## config.mk

```make
export PLATFORM = sky130hd
export DESIGN_NAME = freq_gate_bcd
export DESIGN_NICKNAME = d
export VERILOG_FILES = /design/src/rtl/freq_gate_bcd.sv
export SDC_FILE = /design/constraint.sdc
export NUM_CORES = 1
export LEC_CHECK = 0
export CAP_MARGIN = 10
export CORE_MARGIN = 1.5
export CORE_UTILIZATION = 60
export DETAILED_ROUTE_END_ITERATION = 10
export PLACE_DENSITY = 0.8
export SYNTH_ARGS = -nofsm -noshare
export SYNTH_HDL_FRONTEND = slang
export SYNTH_SLANG_ARGS = --single-unit
```

## constraint.sdc

```tcl
create_clock -name clk_ref_in -period 4.1 [get_ports clk_ref_in]
set_clock_uncertainty 0.05 [all_clocks]
set_input_delay 1.23 -clock clk_ref_in [delete_from_list [all_inputs] [get_ports clk_ref_in]]
set_output_delay 1.23 -clock clk_ref_in [all_outputs]
set_load 0.02 [all_outputs]
```

## src/rtl/freq_gate_bcd.sv

```systemverilog
// freq_gate_bcd: gated rising-edge counter on clk_x_in with sequential double-dabble BCD conversion
// and a valid/ready result handshake, all in the clk_ref_in domain.
module freq_gate_bcd #(
    parameter int GATE_CYCLES = 1000000,
    parameter int COUNT_W     = 24,
    parameter int DIGITS      = 8,
    parameter int SYNC_STAGES = 2
) (
    input  logic                clk_ref_in,
    input  logic                rstn_in,
    input  logic                clk_x_in,
    input  logic                enable_in,
    output logic [4*DIGITS-1:0] result_bcd_out,
    output logic                result_valid_out,
    input  logic                result_ready_in,
    output logic                overflow_out,
    output logic                busy_out
);
    localparam int GW = $clog2(GATE_CYCLES) > 0 ? $clog2(GATE_CYCLES) : 1;
    localparam int IW = $clog2(COUNT_W) > 0 ? $clog2(COUNT_W) : 1;

    typedef enum logic [1:0] {IDLE, GATE, CONVERT, PRESENT} state_t;

    state_t                 r_state;
    logic [SYNC_STAGES-1:0] r_sync;
    logic                   r_prev;
    logic [GW-1:0]          r_gate_cnt;
    logic [COUNT_W-1:0]     r_edge_cnt;
    logic [COUNT_W-1:0]     r_bin;
    logic                   r_ovf;
    logic [4*DIGITS-1:0]    r_bcd;
    logic [IW-1:0]          r_iter;

    logic                   w_edge;
    logic                   w_sat;
    logic [COUNT_W-1:0]     w_cnt_next;
    logic                   w_ovf_next;
    logic [4*DIGITS-1:0]    w_adj;
    logic [4*DIGITS-1:0]    w_shift;

    assign w_edge     = r_sync[SYNC_STAGES-1] & ~r_prev;
    assign w_sat      = &r_edge_cnt;
    assign w_cnt_next = r_edge_cnt + COUNT_W'(w_edge & ~w_sat);
    assign w_ovf_next = r_ovf | (w_edge & w_sat);

    // Double-dabble step: add 3 to every digit >= 5, then shift the next binary bit in.
    for (genvar g = 0; g < DIGITS; g++) begin : g_adj
        assign w_adj[4*g+:4] = r_bcd[4*g+:4] >= 4'd5 ? r_bcd[4*g+:4] + 4'd3 : r_bcd[4*g+:4];
    end
    assign w_shift = {w_adj[4*DIGITS-2:0], r_bin[COUNT_W-1]};

    always_ff @(posedge clk_ref_in or negedge rstn_in) begin
        if (!rstn_in) begin
            r_state          <= IDLE;
            r_sync           <= '0;
            r_prev           <= 1'b0;
            r_gate_cnt       <= '0;
            r_edge_cnt       <= '0;
            r_bin            <= '0;
            r_ovf            <= 1'b0;
            r_bcd            <= '0;
            r_iter           <= '0;
            result_bcd_out   <= '0;
            result_valid_out <= 1'b0;
            overflow_out     <= 1'b0;
            busy_out         <= 1'b0;
        end else begin
            r_sync <= {r_sync[SYNC_STAGES-2:0], clk_x_in};
            r_prev <= r_sync[SYNC_STAGES-1];
            case (r_state)
                IDLE: if (enable_in) begin
                    r_state    <= GATE;
                    busy_out   <= 1'b1;
                    r_gate_cnt <= '0;
                    r_edge_cnt <= '0;
                    r_ovf      <= 1'b0;
                end
                GATE: if (!enable_in) begin
                    r_state  <= IDLE;
                    busy_out <= 1'b0;
                end else if (r_gate_cnt == GW'(GATE_CYCLES - 1)) begin
                    r_state <= CONVERT;
                    r_bin   <= w_cnt_next;
                    r_ovf   <= w_ovf_next;
                    r_bcd   <= '0;
                    r_iter  <= '0;
                end else begin
                    r_gate_cnt <= r_gate_cnt + GW'(1);
                    r_edge_cnt <= w_cnt_next;
                    r_ovf      <= w_ovf_next;
                end
                CONVERT: begin
                    r_bcd  <= w_shift;
                    r_bin  <= {r_bin[COUNT_W-2:0], 1'b0};
                    r_iter <= r_iter + IW'(1);
                    if (r_iter == IW'(COUNT_W - 1)) begin
                        r_state          <= PRESENT;
                        busy_out         <= 1'b0;
                        result_valid_out <= 1'b1;
                        result_bcd_out   <= r_ovf ? {DIGITS{4'h9}} : w_shift;
                        overflow_out     <= r_ovf;
                    end
                end
                PRESENT: if (result_ready_in) begin
                    result_valid_out <= 1'b0;
                    r_state          <= enable_in ? GATE : IDLE;
                    busy_out         <= enable_in;
                    r_gate_cnt       <= '0;
                    r_edge_cnt       <= '0;
                    r_ovf            <= 1'b0;
                end
                default: r_state <= IDLE;
            endcase
        end
    end
endmodule

```

## After elaboration in Yosys (flattened, before gate mapping)

Index checks and enable logic that the tools add are counted.

- Bits in registers: 146
- Input bits: 5

- $add $sub $neg: 11
- Magnitude comparators: 8
- Equality and inequality tests: 13
- Multiplexer cells: 46
- Bitwise logic cells: 6
- Reductions and logical operators: 12

Operators with widths:

| operator | number |
|---|---|
| $mux W24 | 6 |
| $mux W32 | 3 |
| $mux W20 | 4 |
| $pmux W24 S3 | 1 |
| $pmux W32 S2 | 1 |
| $pmux W20 S3 | 1 |
| $pmux W24 S2 | 1 |
| $ge A4 B3 Y1 const B | 8 |
| $add A4 B2 Y4 const B | 7 |
| $mux W4 | 7 |
| $add A24 B24 Y24 | 1 |
| $and A1 B24 Y24 | 1 |
| $not A1 Y24 | 1 |
| $reduce_and A24 Y1 | 1 |
| $add A20 B1 Y20 const B | 1 |
| $eq A20 B20 Y1 const B | 1 |
| $ne A2 B2 Y1 const B | 7 |
| $reduce_and A4 Y1 | 3 |
| $mux W2 | 5 |
| $mux W5 | 2 |
| $pmux W5 S2 | 1 |
| $mux W1 | 9 |
| $pmux W2 S4 | 1 |
| $reduce_and A3 Y1 | 2 |
| other kinds (18) | 21 |

## Depth between registers and ports, before layout

Gate-level depths: netlist of the first run.

- Depth in word-level cells: 7
- Gate-level depth with buffers: 12
- Mapped depth without buffers: 10

## Worst setup path before layout of the first run

No wires, ideal clock.

- Path type: register to register
- Start: register r_edge_cnt[16]
- End: register r_bin[18]
- Library setup time: 0.083 ns
- Data arrival time: 2.695 ns
- Required time: 3.967 ns
- Slack: 1.272 ns
- Cell stages (with the launch flop): 12
- Path through: dfrtp_1 -> clkbuf_1 -> and4_1 -> and4_1 -> a31oi_1 -> ha_1 -> ha_1 -> nand3_1 -> nor4_2 -> nand3_1 -> xor2_1 -> o21ai_0

- Longest elaborated chain between the ends: 7

Ends and longest elaborated chain:

| element | RTL line | source |
|---|---|---|
| start: declaration | 28 | `logic [COUNT_W-1:0] r_edge_cnt;` |
| start signal: assignment | 89 | `r_edge_cnt <= w_cnt_next;` |
| $reduce_and A24 Y1 | 42 | `assign w_sat = &r_edge_cnt;` |
| $not A1 Y24 | 43 | `assign w_cnt_next = r_edge_cnt + COUNT_W'(w_edge & ~w_sat);` |
| $and A1 B24 Y24 | 43 |  |
| $add A24 B24 Y24 (*) | 43 |  |
| $mux W24 (*) | 81 | `end else if (r_gate_cnt == GW'(GATE_CYCLES - 1)) begin` |
| $mux W24 (*) | 78 | `GATE: if (!enable_in) begin` |
| $pmux W24 S2 (*) | 70 | `case (r_state)` |
| end signal: assignment | 83 | `r_bin <= w_cnt_next;` |
| end signal: assignment | 94 | `r_bin <= {r_bin[COUNT_W-2:0], 1'b0};` |
| end: declaration | 29 | `logic [COUNT_W-1:0] r_bin;` |

Every way passes the cells marked *; elsewhere a longest branch is shown, timed or not. The select of a mux whose other input is x is not followed.
A chain may end at the register's enable or synchronous reset.

## Worst setup path after layout of the first run

- Start: register r_edge_cnt[5]
- End: register r_bin[22]

The elaborated chain is that of the path after synthesis.

==> qor.csv, run 1 <==
stage,metric,value,unit
logic_synthesis,syn_inst,835,
route,antenna_left,0,
floorplan,ioPinCount,40,
floorplan,dieWidth,118,um
cts,cts-resized-gates,0,
critical_path,crit_fanout,11,
job,max_cap_violations,0,
pwr,power_density,422,nW/um^2
logic_synthesis,synth_edf_count,0,
sta,finalSetupViolCount,0,
sta,drv_slew,0,
finish,design_area,9090,um^2
route,detail_route.wl_per_cell,17.6,um
finish,diodes,0,
route,drc,0,
place,gp_congestion,0.875,
critical_path,r2r_slack,0.71,ns
floorplan,die_area,14000,um^2
finish,fin_nets,895,
critical_path,reg2reg_to,r_bin[22],
pwr,p_leak,3.88,nW
cts,root_buffer,clkbuf_16,
sta,slew_headroom,33.2,%
pwr,ir_drop,0.306,mV
finish,finish.utilization,71.2,%
worst_hold_path,hold_depth,0,
logic_synthesis,syn_area,7960,um^2
cts,cts_buffers,17,
place,io_buffers,39,
sta,fmax,295,MHz
logic_synthesis,synth_top_area_cell,dfrtp_1,
sta,layout_min_cycle_time,3.39,ns
logic_synthesis,synth_area_leaders,"dfrtp_1, nand2_1, ha_1",
worst_hold_path,hp-class,reg -> reg,
run_status,outcome,"finished, final reports clean",
sta,hold_viol_final,0,
global_routing,grt_pass1_wl,31700,um
critical_path,critPathArrivalTime,3.62,ns
cts,cts_sinks,146,
global_routing,antenna_found_initial,0,
critical_path,critical_path_class,reg -> reg,
cts,clk_pin_slew,0.06,ns
sta,tightest_slew,0.997,ns
floorplan,core,12800,um^2
critical_path,cp.required,4.34,ns
global_routing,grt_pass1_vias,6439,
route,avgViaCountPerCell,6.25,
critical_path,ff2ff_path_depth,10,
sta,grt_setup_unrepaired,no,
route,first_pass_iters,5,
finish,final-instance-count-excl-fill,1048,
logic_synthesis,synth.top_cell.area_share,45.9,%
worst_hold_path,min_to,r_sync[1],
critical_path,start_kind,register,
logic_synthesis,synth_nets,866,
floorplan,die_y,118,um
floorplan,start_util,62.3,%
worst_hold_path,hp-start,r_sync[0],
logic_synthesis,ys.flop_type,dfrtp_1,
logic_synthesis,ys_warn_count,0,
logic_synthesis,synthDistinctLibCells,61,
floorplan,fp-row-count,41,
cts,postCtsSetupBuffers,0,
cts,cts_buffer_depth,2,
sta,whs,0.300,ns
place,placed_cell_area,8450,um^2
cts,clkLatencyLatePin,0.43,ns
logic_synthesis,async_reset_ff_share,100,%
finish,drive_above_1_share,10.0,%
global_routing,grt-ovfl-total,0,
cts,cts_hold_buf,0,
sta,finalCritPeriodShare,82.6,%
sta,setup-tns-final,0,ns
logic_synthesis,ys_seq_elements,146,
logic_synthesis,syn-mean-instance-area,9.53,um^2
route,vias,6549,
logic_synthesis,synth_common_cells,"dfrtp_1, nand2_1, nor2_1",
route,drt_iter0_drc,665,
finish,syn2layout_area_growth,14.3,%
critical_path,worstSetupEndpointType,register,
finish,multi_input_area,3940,um^2
place,dp_hpwl,12100,um
logic_synthesis,synth_most_common_cell,dfrtp_1,
global_routing,grt_use_total,28.0,%
place,dpl.cell_count,1017,
global_routing,grt_max_degree,71,
cts,cts_max_level,4,
finish,n_fill_cell,914,
cts,cts_tree,done,
logic_synthesis,seq_area_frac_synth,45.9,%
critical_path,r2r_start,r_edge_cnt[5],
finish,regArea,3650,um^2
route,drt_wl_total,18400,um
-- worst max-delay path by stage --
stage	slack, ns	endpoint	start	cells past startpoint
after floorplan	1.27	r_bin[18]	r_edge_cnt[16]	11
after global placement	0.71	r_bcd[13]	enable_in	6
after detailed placement	0.61	r_bcd[21]	enable_in	6
after CTS	0.75	r_bin[22]	r_edge_cnt[16]	10
after global routing	0.39	r_bin[22]	r_edge_cnt[5]	10
final	0.71	r_bin[22]	r_edge_cnt[5]	10
-- power by group --
part           switching [mW]  internal (mW)
logic                   0.406          0.198
registers              0.0646           1.50
clock network           0.592           1.08
total                    1.06           2.77
-- sequential cells by signal (all words and copies together), names as in the netlist, 2 cells and up, named ones only --
name	flops
r_edge_cnt	24
r_iter	5
r_bcd	32
r_sync	2
r_gate_cnt	20
result_bcd_out	32
r_bin	24
-- through the flow --
step	power, mW	worst slack, ns
after detailed placement	2.18	0.609
after global routing	3.99	0.395
after global placement	2.16	0.713
after CTS	3.85	0.755
after floorplan	1.98	1.27
final	3.84	0.713
-- metal layers --
| metal | part of all wire (%) | up-vias | track usage (%) |
|---|---|---|---|
| met5 | 0 | - | 0 |
| met4 | 2.0 | 0 | 11.3 |
| met3 | 4.7 | 30 | 4.83 |
| met2 | 49 | 218 | 45.5 |
| met1 | 44 | 3212 | 37.4 |
| li1 | - | 3089 | - |
-- area by class of cell --
class | count | share of cell area, %
Sequential cell | 146 | 40.2
Timing Repair Buffer | 54 | 5.55
Clock buffer | 22 | 5.33
Tap cell | 172 | 2.37
Multi-Input combinational cell | 608 | 43.4
Inverter | 37 | 1.53
Clock inverter | 9 | 1.68
-- layout by cell type (no fill, tap or decap), drive strengths merged, types with 18 or more instances in the layout --
master / count
o22ai: 23
clkdlybuf4s50: 38
xor2: 18
ha: 26
o21ai: 49
inv: 36
a22o: 21
a31oi: 30
mux2i: 18
nand2: 100
nor2: 60
a21oi: 55
nand3: 38
clkbuf: 22
xnor2: 22
dfrtp: 146
-- logic make-up after synthesis --
group	Yosys count	synth area share [%]
compound gates	225	19.1
xor+xnor	40	4.40
fa+ha+maj	26	4.09
buf+inv	81	4.75
flops	146	45.9
mux	33	4.39
simple gates	284	17.3
-- critical path, cell delays in order, from the launching register on --
cell and delay (ns):
dfrtp_1 0.46, nand4_1 0.41, nor4_1 0.15, a31oi_1 0.22, ha_1 0.25, ha_1 0.23
nand3_1 0.25, nor4_2 0.67, nand2_1 0.20, xor2_1 0.26, o21ai_0 0.11
(Power assumes the default switching activity.)
==> run 2: changes to the inputs <==
Clock period 4.1 ns to 3.2 ns, I/O delays scaled along.
==> qor.csv, run 2 (synthesis results as in run 1) <==
stage,metric,value,unit,change
route,antenna_left,0,,unchanged
critical_path,critPathArrivalTime,3.21,ns,-0.41 ns
global_routing,grt_pass1_vias,6800,,+5.6%
route,avgViaCountPerCell,6.46,,+3.3%
finish,reg_top3,"r_bcd: 32 flops, result_bcd_out: 32 flops",,
sta,finalSetupViolCount,0,,unchanged
route,vias,6845,,+4.5%
cts,cts_buffers,17,,unchanged
pwr,pwr-share-clk,43.3,%,-0.2 points
worst_hold_path,hp-class,reg -> reg,,
critical_path,cp_slowest_cell,dfrtp_1,,
sta,fmax,338,MHz,+14%
sta,whs,0.306,ns,+0.00676 ns
global_routing,grt-ovfl-total,0,,unchanged
pwr,finalPower,5.02,mW,+31%
critical_path,worstSetupEndpointType,register,,
run_status,outcome,"finished, final reports clean",,
sta,drv_slew,0,,unchanged
place,io_buffers,39,,unchanged
floorplan,ioPinCount,40,,unchanged
sta,slew_headroom,34.5,%,+1.3 points
sta,finalCritPeriodShare,92.5,%,+9.9 points
place,gp_congestion,0.929,,+6.2%
pwr,ir_drop,0.352,mV,+15%
finish,syn2layout_area_growth,16.3,%,
place,dpl.cell_count,1028,,+1.1%
sta,layout_setup_ws,0.240,ns,-0.473 ns
cts,cts_buffer_depth,2,,unchanged
sta,setup-tns-final,0,ns,unchanged
finish,final-instance-count-excl-fill,1060,,+1.1%
cts,postCtsSetupBuffers,0,,unchanged
critical_path,start_kind,register,,
route,first_pass_iters,6,,+1
floorplan,core,12800,um^2,unchanged
critical_path,cp.required,3.45,ns,-0.89 ns
global_routing,grt_max_degree,63,,-11%
finish,design_area,9250,um^2,+1.8%
critical_path,ff2ff_path_depth,10,,unchanged
finish,finish.utilization,72.4,%,+1.3 points
pwr,p_sw_share,27.7,%,about the same
pwr,power.switching,1.39,mW,+31%
floorplan,start_util,62.3,%,unchanged
critical_path,worstPathCellList,and4_1 -> and4_1 -> a31oi_1 -> ha_1 -> ha_1 -> nand3_2 -> nor3_2 -> xnor2_1 -> o22ai_1 -> a221o_1,,
place,placed_cell_area,8590,um^2,+1.6%
finish,drive_above_1_share,11.6,%,+1.6 points
cts,cts_max_level,4,,unchanged
pwr,power_frac_seq,40.1,%,-0.7 points
job,max_cap_violations,0,,unchanged
place,dp_hpwl,12600,um,+3.9%
sta,tightest_slew,0.978,ns,-0.0188 ns
route,drt_wl_total,19200,um,+4.3%
worst_hold_path,hold_depth,0,,unchanged
route,drc,0,,unchanged
finish,layout_commonest_cell,dfrtp_1,,
critical_path,critical_path_class,reg -> reg,,
cts,cts_tree,done,,
floorplan,die_area,14000,um^2,unchanged
worst_hold_path,hp-start,r_sync[0],,
finish,diodes,0,,unchanged
finish,layout_common_cells,"dfrtp_1, nand2_1, nor2_1, a21oi_1, o21ai_0",,
finish,n_fill_cell,870,,-4.8%
sta,hold_viol_final,0,,unchanged
global_routing,antenna_found_initial,0,,unchanged
critical_path,reg2reg_to,r_bin[12],,
critical_path,r2r_start,r_edge_cnt[16],,
pwr,p_leak,3.96,nW,+2.1%
global_routing,grt_pass1_wl,32800,um,+3.4%
cts,root_buffer,clkbuf_16,,
worst_hold_path,min_to,r_sync[1],,
pwr,combPwrFrac,16.6,%,+0.9 points
global_routing,grt_use_total,29.0,%,+0.98 points
pwr,p_int,3.63,mW,+31%
cts,clk_pin_slew,0.06,ns,about the same
route,drt_iter0_drc,804,,+21%
critical_path,critPathMaxStageDelay,0.46,ns,-0.21 ns
sta,grt_setup_unrepaired,no,,
floorplan,fp-row-count,41,,unchanged
cts,clkLatencyLatePin,0.43,ns,about the same
pwr,power_density,542,nW/um^2,+28%
floorplan,die_y,118,um,unchanged
floorplan,dieWidth,118,um,unchanged
critical_path,r2r_slack,0.24,ns,-0.47 ns
route,detail_route.wl_per_cell,18.1,um,+3.2%
place,dpl_worst_slack,0.168,ns,-0.441 ns
critical_path,crit_fanout,9,,-2
cts,cts_sinks,146,,unchanged
sta,layout_min_cycle_time,2.96,ns,-0.427 ns
finish,fin_nets,906,,+1.2%
## run 2: cell count changes in the layout (fill, tap and decap cells not counted), sizes merged
cell | previous run | this run
clkbuf | 22 | 21
clkinv | 3 | 6
clkinvlp | 3 | 1
buf | 16 | 27
bufinv | 4 | 5
## run 2: repair_timing
item | 4_1_cts | 5_1_grt
hold buffers | 0 | 0
resized for setup | 0 | 4
setup endpoints to repair | 0 | 6
## run 2: per-layer routing
metal	GRT usage (%)	part of all wire, %	vias up
li1	-	-	3105
met1	36.1	41	3373
met2	48.9	51	312
met3	5.65	5.9	55
met4	13.0	2.5	0
met5	0	0	-
## run 2: power by group through the flow
stage	registers [mW]	clock network [mW]	logic, mW
4_1_cts	2.01	2.20	0.819
6_report	2.01	2.17	0.833
5_1_grt	2.02	2.29	0.909
3_3_place_gp	2.03	0	0.775
3_5_place_dp	2.03	0	0.808
2_1_floorplan	2.02	0	0.522
## run 2: worst max path at each step
stage | from | end | slack, ns
6_report | r_edge_cnt[16] | r_bin[12] | 0.24
5_1_grt | r_edge_cnt[16] | r_bin[16] | 0.03
4_1_cts | r_edge_cnt[16] | r_bin[12] | 0.13
3_5_place_dp | r_edge_cnt[16] | r_bin[12] | 0.17
3_3_place_gp | enable_in | r_edge_cnt[13] | 0.29
2_1_floorplan | r_edge_cnt[16] | r_bin[18] | 0.37
## run 2: layout make-up
cell class	instances	area, um^2	area share, %
Tap cell	172	215	2.33
Multi-Input combinational cell	608	3960	42.8
Sequential cell	146	3650	39.5
Inverter	37	139	1.50
Clock buffer	21	460	4.98
Timing Repair Buffer	65	637	6.88
Clock inverter	11	183	1.97
## run 2: critical path, delay by kind of cell, from the launching register on
family | cells | cell delay (ns)
adder cells (fa/ha/maj) | 2 | 0.48
AND/OR/NAND/NOR | 4 | 1.06
flip-flops | 1 | 0.46
XOR/XNOR | 1 | 0.18
AO/OA/AOI/OAI | 3 | 0.59
